## src/rtl/serial_subtractor_if.sv

```systemverilog
// Handshake and operand/result bundle for the bit-serial subtractor.
interface serial_subtractor_if #(
    parameter int WIDTH = 8
);
    logic             start;
    logic [WIDTH-1:0] a;
    logic [WIDTH-1:0] b;
    logic             b_in;
    logic             ready;
    logic             busy;
    logic             done;
    logic [WIDTH-1:0] diff;
    logic             b_out;
    logic             ovf;

    modport master (
        output start, a, b, b_in,
        input  ready, busy, done, diff, b_out, ovf
    );

    modport slave (
        input  start, a, b, b_in,
        output ready, busy, done, diff, b_out, ovf
    );
endinterface

```

## src/rtl/serial_subtractor.sv

```systemverilog
// Bit-serial subtractor: diff = a - b - b_in, LSB first, one bit per clock,
// using a single borrow cell and operand/result shift registers.
module serial_subtractor #(
    parameter int WIDTH = 8
) (
    input logic           clk,
    input logic           rst_n,
    serial_subtractor_if.slave bus
);
    localparam int CNT_W = $clog2(WIDTH) + 1;

    typedef enum logic [1:0] {
        IDLE,
        RUN,
        DONE
    } state_t;

    state_t           state;
    logic [WIDTH-1:0] a_sh;
    logic [WIDTH-1:0] b_sh;
    logic [WIDTH-1:0] res_sh;
    logic             br;
    logic [CNT_W-1:0] cnt;
    logic             a_msb;
    logic             b_msb;

    logic             x;
    logic             y;
    logic             d;
    logic             br_next;
    logic [WIDTH-1:0] res_next;
    logic             last_bit;

    // NOTE: every always_comb output is assigned unconditionally so no latch is inferred.
    always_comb begin
        x        = a_sh[0];
        y        = b_sh[0];
        d        = x ^ y ^ br;
        br_next  = (~x & y) | (~(x ^ y) & br);
        // New bit enters from the MSB side; the cast keeps this legal for WIDTH=1.
        res_next = (res_sh >> 1) | (WIDTH'(d) << (WIDTH - 1));
        last_bit = (cnt == CNT_W'(WIDTH - 1));
    end

    // NOTE: sequential state uses non-blocking assignments so every flop samples pre-edge values.
    always_ff @(posedge clk or negedge rst_n) begin
        if (!rst_n) begin
            state      <= IDLE;
            bus.ready  <= 1'b1;
            bus.busy   <= 1'b0;
            bus.done   <= 1'b0;
            bus.diff   <= '0;
            bus.b_out  <= 1'b0;
            bus.ovf    <= 1'b0;
            a_sh       <= '0;
            b_sh       <= '0;
            res_sh     <= '0;
            br         <= 1'b0;
            cnt        <= '0;
            a_msb      <= 1'b0;
            b_msb      <= 1'b0;
        end else begin
            case (state)
                IDLE: begin
                    if (bus.start) begin
                        a_sh      <= bus.a;
                        b_sh      <= bus.b;
                        br        <= bus.b_in;
                        a_msb     <= bus.a[WIDTH-1];
                        b_msb     <= bus.b[WIDTH-1];
                        cnt       <= '0;
                        state     <= RUN;
                        bus.ready <= 1'b0;
                        bus.busy  <= 1'b1;
                    end
                end
                RUN: begin
                    a_sh   <= a_sh >> 1;
                    b_sh   <= b_sh >> 1;
                    res_sh <= res_next;
                    br     <= br_next;
                    cnt    <= cnt + CNT_W'(1);
                    if (last_bit) begin
                        state     <= DONE;
                        bus.busy  <= 1'b0;
                        bus.done  <= 1'b1;
                        bus.diff  <= res_next;
                        bus.b_out <= br_next;
                        bus.ovf   <= (a_msb != b_msb) && (res_next[WIDTH-1] != a_msb);
                    end
                end
                DONE: begin
                    state     <= IDLE;
                    bus.done  <= 1'b0;
                    bus.ready <= 1'b1;
                end
                default: begin
                    state     <= IDLE;
                    bus.ready <= 1'b1;
                    bus.busy  <= 1'b0;
                    bus.done  <= 1'b0;
                end
            endcase
        end
    end
endmodule

```

## src/flat_wrapper.sv

```systemverilog
// flat-port wrapper written by rule: the top's interface ports become plain ports
module serial_subtractor_flat 
#(
    parameter int WIDTH = 8
)
  (clk, rst_n, bus_start, bus_a, bus_b, bus_b_in, bus_ready, bus_busy, bus_done, bus_diff, bus_b_out, bus_ovf);
  serial_subtractor_if #(.WIDTH(WIDTH)) bus_i ();
  input logic clk;
  input logic rst_n;
  input wire logic [$bits(bus_i.start)-1:0] bus_start;
  input wire logic [$bits(bus_i.a)-1:0] bus_a;
  input wire logic [$bits(bus_i.b)-1:0] bus_b;
  input wire logic [$bits(bus_i.b_in)-1:0] bus_b_in;
  output wire logic [$bits(bus_i.ready)-1:0] bus_ready;
  output wire logic [$bits(bus_i.busy)-1:0] bus_busy;
  output wire logic [$bits(bus_i.done)-1:0] bus_done;
  output wire logic [$bits(bus_i.diff)-1:0] bus_diff;
  output wire logic [$bits(bus_i.b_out)-1:0] bus_b_out;
  output wire logic [$bits(bus_i.ovf)-1:0] bus_ovf;
  assign bus_i.start = bus_start;
  assign bus_i.a = bus_a;
  assign bus_i.b = bus_b;
  assign bus_i.b_in = bus_b_in;
  assign bus_ready = bus_i.ready;
  assign bus_busy = bus_i.busy;
  assign bus_done = bus_i.done;
  assign bus_diff = bus_i.diff;
  assign bus_b_out = bus_i.b_out;
  assign bus_ovf = bus_i.ovf;
  serial_subtractor #(.WIDTH(WIDTH)) u_core (.clk(clk), .rst_n(rst_n), .bus(bus_i));
endmodule
```

## config.mk

```make
export PLATFORM = sky130hd
export DESIGN_NAME = serial_subtractor_flat
export DESIGN_NICKNAME = d
export VERILOG_FILES = /design/src/rtl/serial_subtractor_if.sv /design/src/rtl/serial_subtractor.sv /design/src/flat_wrapper.sv
export SDC_FILE = /design/constraint.sdc
export NUM_CORES = 1
export LEC_CHECK = 0
export CAP_MARGIN = 20
export CORE_MARGIN = 2
export CORE_UTILIZATION = 40
export CTS_CLUSTER_DIAMETER = 150
export DETAILED_ROUTE_END_ITERATION = 10
export PLACE_DENSITY = 0.75
export SYNTH_ARGS = -nofsm -noshare
export SYNTH_HDL_FRONTEND = slang
export SYNTH_SLANG_ARGS = --single-unit
```

## constraint.sdc

```tcl
create_clock -name clk -period 1.6 [get_ports clk]
set_input_delay 0.16 -clock clk [delete_from_list [all_inputs] [get_ports clk]]
set_output_delay 0.16 -clock clk [all_outputs]
set_load 0.05 [all_outputs]
```

==> results.toml, run 1 <==
[cts]
root_buffer = "clkbuf_8"
cts_max_level = 2
clock_sinks = 45
cts_tree = "done"
clockBufferDepth = 2
clk_latency_ps = 290
clkTransAtPathRegs_ps = 80
numCtsBuffers = 5

[synthesis]
syn_nets = 182
ys_ff_latch = 45
seq_area_frac_synth_pct = 55.8
synthCells = 160
syn_area_um2 = 2020
avgSynthCellArea_um2 = 12.6
synth.largest_area_cell = "dfrtp_1"
synth_area_leaders = "dfrtp_1 (54%), mux2_2 (6.1%), mux2_4 (5.9%), a22oi_1 (4.1%), nand2_1 (3.7%)"
synth_cell_types = 37
synth_edf_count = 0
ys_async_sr_fraction_pct = 100
synth_top_area_share_pct = 54.5
synth_ff_type = "dfrtp_1"
yosysWarnings = 0

[die]
coreArea_um2 = 4790
row_count = 25
die_area_um2 = 5640
initial_core_util_pct = 42.2
die_w_um = 75.1
top_level_ports = 33
dieHeight_um = 75.1

[global_routing]
grt-ovfl-total = 0
grt_pass1_vias = 1354
grt_pass1_wl_um = 6610
grt_use_total_pct = 16.0
antenna_found_initial = 0
grt_max_degree = 25

[critical_path]
critical_path_class = "reg2reg"
cp.arrival_ps = 1730
r2r-end = "u_core.bus.ovf$_DFFE_PN0P_"
r2r-start = "u_core.br$_DFFE_PN0P_"
crit_fanout = 3
reg2reg_slack_ps = 60
crit_path_start_kind = "flip-flop"
required_ps = 1780
reg2regPathDepth = 5
crit_path_end_kind = "flip-flop"

[placed_design]
gp_congestion = 0.758
place_area_um2 = 2480
hpwlAfterDp_um = 2800
port_buffers = 32

[hold_path]
min_path_type = "in2async"

[power_and_ir_drop]
switching_share_pct = 38.5
p_sw_mw = 2.03
cellPowerDensity_nw_per_um2 = 2030
p_clk_share_pct = 14.5
sequentialPowerShare_pct = 37.9
peakVddDrop_v = 0.000926
pwr-share-comb_pct = 47.6
p_int_mw = 3.24
p_leak_nw = 1.18

[layout]
diodes = 0
fin_nets = 228
syn_to_final_growth_pct = 28.8
fillers = 402
drive_gt1_share_pct = 36.7
final_common_cell = "dfrtp_1"
stdcell_area_um2 = 2600
layout_common_cells = "dfrtp_1 (44), buf_4 (25), nand2_1 (20)"

[sta]
max-slew-margin-rel_pct = 64.1
period_share_pct = 96.6
setup_viol = 0
worstMarginPinSlew_ps = 539
max_freq_mhz = 647
drv_slew = 0
finalHoldViolCount = 0
hold_ws_ps = 386
fin_worst_skew_ps = 5.40
fin_crit_ps = 1540

[detailed_routing]
drc_errors = 0
post_drt_wl_per_cell_um = 14.7
routed_wl_um = 4030
vias = 1378
dr.pass1.iters = 4
via_per_inst = 5.03
ant_nets = 0
drt_iter0_markers = 81

[outcome]
outcome = "complete, no violations"

[run]
maxCapViolations = 0
per-layer routing:
| layer | track usage (%) | vias to the layer above | part of all wire (%) |
|---|---|---|---|
| li1 | - | 662 | - |
| met3 | 3.88 | 5 | 3.2 |
| met2 | 23.7 | 20 | 47 |
| met5 | 0 | - | 0 |
| met4 | 6.94 | 0 | 1.5 |
| met1 | 22.5 | 691 | 48 |
power by group through the flow:
stage | registers [mW] | logic [mW] | clock network, mW
2_1_floorplan | 2.45 | 1.24 | 0
3_3_place_gp | 2.00 | 2.39 | 0
3_5_place_dp | 2.01 | 2.45 | 0
4_1_cts | 1.99 | 2.46 | 0.793
5_1_grt | 2.06 | 2.71 | 0.845
6_report | 2.00 | 2.51 | 0.765
cell families after synthesis:
kind of cell	Yosys count	synth area share [%]
buffers and inverters	15	4.58
AND/OR/NAND/NOR	34	9.90
adder cells (fa/ha/maj)	2	1.61
multiplexers	19	12.1
AO/OA/AOI/OAI	45	16.1
flip-flops	45	55.8
worst max-delay path by stage:
stage,from,end,slack [ps]
after floorplan,u_core.b_sh[0]$_DFFE_PN0P_,u_core.bus.ovf$_DFFE_PN0P_,140
after global placement,bus_start,u_core.b_msb$_DFFE_PN0P_,50
after detailed placement,bus_start,u_core.b_msb$_DFFE_PN0P_,30
after CTS,u_core.cnt[0]$_DFFE_PN0P_,u_core.bus.diff[6]$_DFFE_PN0P_,30
after global routing,u_core.br$_DFFE_PN0P_,u_core.bus.ovf$_DFFE_PN0P_,-20
final,u_core.br$_DFFE_PN0P_,u_core.bus.ovf$_DFFE_PN0P_,60
worst max-delay path, cell delays in order, from the launching register on:
cell      delay [ps]
dfrtp_1          360
inv_2             40
fa_1             590
nand2b_4         140
o21ai_1           50
mux2_4           250
synth_stat cells (all sizes together) (2+ instances only):
cell type / instances
a21oi: 4
a22o: 2
a22oi: 13
buf: 10
dfrtp: 44
inv: 5
mux2: 19
nand2: 20
nand2b: 3
nand3: 2
nand3b: 2
nor2: 3
nor2b: 3
o21ai: 19
metrics by stage:
step | power (mW) | worst slack [ps] | cells | utilization [%] | setup TNS (ps)
6_report | 5.27 | 55.1 | 274 | 54.4 | 0
5_1_grt | 5.62 | -24.3 | 274 | 54.4 | -24.3
4_1_cts | 5.25 | 34.5 | 273 | 54.1 | 0
3_5_place_dp | 4.46 | 33.9 | 264 | 51.8 | 0
3_3_place_gp | 4.39 | 53.2 | 264 | 51.8 | 0
2_1_floorplan | 3.70 | 137 | 160 | - | 0
flip-flops by register name, summed over array words and instances (netlist names):
| signal | flops |
|---|---|
| u_core.state | 2 |
| u_core.a_msb | 1 |
| u_core.bus.busy | 1 |
| u_core.b_sh | 8 |
| u_core.cnt | 4 |
| u_core.b_msb | 1 |
| u_core.bus.b_out | 1 |
| u_core.a_sh | 8 |
| u_core.bus.ready | 1 |
| u_core.res_sh | 7 |
| u_core.bus.done | 1 |
| u_core.bus.ovf | 1 |
| u_core.bus.diff | 8 |
| u_core.br | 1 |
repair_timing:
action	4_1_cts	5_1_grt
gates resized for setup	0	3
endpoints found under the hold margin	20	0
setup buffers	0	1
hold buffers	1	0
setup endpoints to repair	0	8
area by class of cell:
type                       count  area, um2  area share [%]
inverter                       5       18.8           0.721
sequential                    45       1130            43.3
timing repair buffer          49        463            17.8
multi-input combinational    100        810            31.1
clock buffer                   7       96.3            3.70
clock inverter                 1       5.00           0.192
tap                           67       83.8            3.22
No activity file was read; power rests on OpenSTA's default activity.
==> run 2, diff against run 1 <==
GPL_TIMING_DRIVEN = 1   (was default)
==> results of run 2 <==
Same layout as run 1: the final DEF is identical, and so are final timing and power.
==> run 3, diff against run 2 <==
CORE_MARGIN = default   (was 2)
==> run 3 against run 2 <==
Non-clock buffer count decreased by 1. Global-route usage increased by 0.54 points. Die area down 5.3%. Largest power group unchanged. Utilization shrank 0.29 points. Worst setup slack better by 7.3 ps. Clock skew increased by 3.7 ps. Sequential share of layout area increased by 0.23 points.
==> results.toml, run 3 (synthesis gave the netlist of run 1 again) <==
[die]
initial_core_util_pct = 42.2
coreArea_um2 = 4790
row_count = 25
die_area_um2 = 5340
dieHeight_um = 73.1
top_level_ports = 33
die_w_um = 73.1

[critical_path]
crit_path_start_kind = "flip-flop"
critical_path.max_stage_delay_ps = 590
crit_fanout = 4
worstPathCellList = "inv_2 > fa_2 > nand2b_4 > o21ai_2 > mux2_4"
crit_path_end_kind = "flip-flop"
cp.arrival_ps = 1730
required_ps = 1790
critical_path_class = "reg2reg"
critical-path-slowest-cell = "fa_2"

[sta]
period_share_pct = 96.1
finalHoldViolCount = 0
fin_crit_ps = 1540
grt_setup_unrepaired = "true"
setup_viol = 0
fin_worst_skew_ps = 9.10
drv_slew = 0
worstMarginPinSlew_ps = 453
max-slew-margin-rel_pct = 69.8
max_freq_mhz = 650

[placed_design]
hpwlAfterDp_um = 2740
port_buffers = 32
gp_congestion = 0.735
dp.cells = 264

[global_routing]
grt_max_degree = 28
grt-ovfl-total = 0
grt_pass1_wl_um = 6530
antenna_found_initial = 0
grt_use_total_pct = 16.6
grt_pass1_vias = 1382

[detailed_routing]
via_per_inst = 4.91
drc_errors = 0
vias = 1341
drt_iter0_markers = 60
dr.pass1.iters = 4
post_drt_wl_per_cell_um = 14.1
ant_nets = 0
routed_wl_um = 3840

[run]
maxCapViolations = 0

[layout]
final_common_cell = "dfrtp_1"
fillers = 402
drive_gt1_share_pct = 37.4
diodes = 0
reg_top3 = "u_core.a_sh: 8 flops, u_core.b_sh: 8 flops, u_core.bus.diff: 8 flops"
fin_nets = 227
fin_util_pct = 54.1
layout_common_cells = "dfrtp_1 (44), buf_4 (25), nand2_1 (20)"
syn_to_final_growth_pct = 28.1
instances_no_fill = 273

[power_and_ir_drop]
p_leak_nw = 1.17
peakVddDrop_v = 0.000699
p_total_mw = 5.22
cellPowerDensity_nw_per_um2 = 2020

[cts]
root_buffer = "clkbuf_8"
cts_setup_buffers = 0
numCtsBuffers = 5
cts_max_level = 2
clk_latency_ps = 300
clkTransAtPathRegs_ps = 80
cts_tree = "done"
clockBufferDepth = 2
clock_sinks = 45

[outcome]
outcome = "complete, no violations"

[hold_path]
min_path_type = "in2async"
[run 3: cell types whose count changed in the layout (fill, tap and decap cells not counted)]
cell | before | now
buf_12 | 4 | 3
fa_2 | 0 | 1
o21ai_2 | 6 | 7
fa_1 | 1 | 0
o21ai_1 | 4 | 3
[run 3: final cells by class]
type                       count  area [um2]  area share [%]
clock buffer                   7        96.3            3.72
clock inverter                 1        5.00           0.193
inverter                       5        18.8           0.725
multi-input combinational    100         816            31.5
sequential                    45        1130            43.5
tap                           67        83.8            3.24
timing repair buffer          48         443            17.1
[run 3: stage by stage]
stage / area [um2] / setup WS (ps) / hold WS [ps] / setup TNS, ps
final: 2590 / 62.4 / 335 / 0
after floorplan: 2020 / 137 / -136 / 0
after global routing: 2590 / -5.01 / 369 / -5.01
after global placement: 2460 / 67.1 / 131 / 0
after detailed placement: 2460 / 38.5 / 131 / 0
after CTS: 2580 / 46.9 / 343 / 0
[run 3: routing by layer]
| metal | GRT usage, % | routed length (um) | up-vias | share of wire, % |
|---|---|---|---|---|
| li1 | - | - | 656 | - |
| met3 | 4.42 | 110 | 4 | 2.9 |
| met4 | 6.54 | 57 | 0 | 1.5 |
| met2 | 25.9 | 1830 | 16 | 48 |
| met1 | 21.9 | 1840 | 665 | 48 |
| met5 | 0 | 0 | - | 0 |
[run 3: worst paths after layout]
kind / depth (start not counted) / startpoint / slack [ps] / to
max in group asynchronous: 3 / rst_n / 690 / u_core.bus.ready$_DFFE_PN1P_
min: 2 / rst_n / 340 / u_core.bus.diff[1]$_DFFE_PN0P_
max reg2reg: 5 / u_core.br$_DFFE_PN0P_ / 60 / u_core.bus.ovf$_DFFE_PN0P_
max: 5 / u_core.br$_DFFE_PN0P_ / 60 / u_core.bus.ovf$_DFFE_PN0P_
min reg2reg: 2 / u_core.b_sh[0]$_DFFE_PN0P_ / 480 / u_core.b_sh[0]$_DFFE_PN0P_
min in group clk: 2 / u_core.b_sh[0]$_DFFE_PN0P_ / 480 / u_core.b_sh[0]$_DFFE_PN0P_
[run 3: power by group]
group	switching (mW)	leakage, nW	total (mW)	internal (mW)
clock network	0.375	0.0542	0.766	0.390
logic	1.29	0.554	2.46	1.17
registers	0.354	0.561	2.00	1.64
total	2.02	1.17	5.22	3.20
[run 3: repair_timing]
action | 4_1_cts | 5_1_grt
hold buffers | 1 | 0
resized for setup | 0 | 5
endpoints found under the hold margin | 18 | 0
setup endpoints to repair | 0 | 2
[run 3: worst max-delay path: cells and delay by family (launching register included)]
| kind | cells | cell delay (ps) |
|---|---|---|
| and+or+nand+nor | 1 | 130 |
| AOI/OAI and AO/OA | 1 | 40 |
| DFF | 1 | 370 |
| adders and majority gates | 1 | 590 |
| muxes | 1 | 240 |
| buffers and inverters | 1 | 50 |
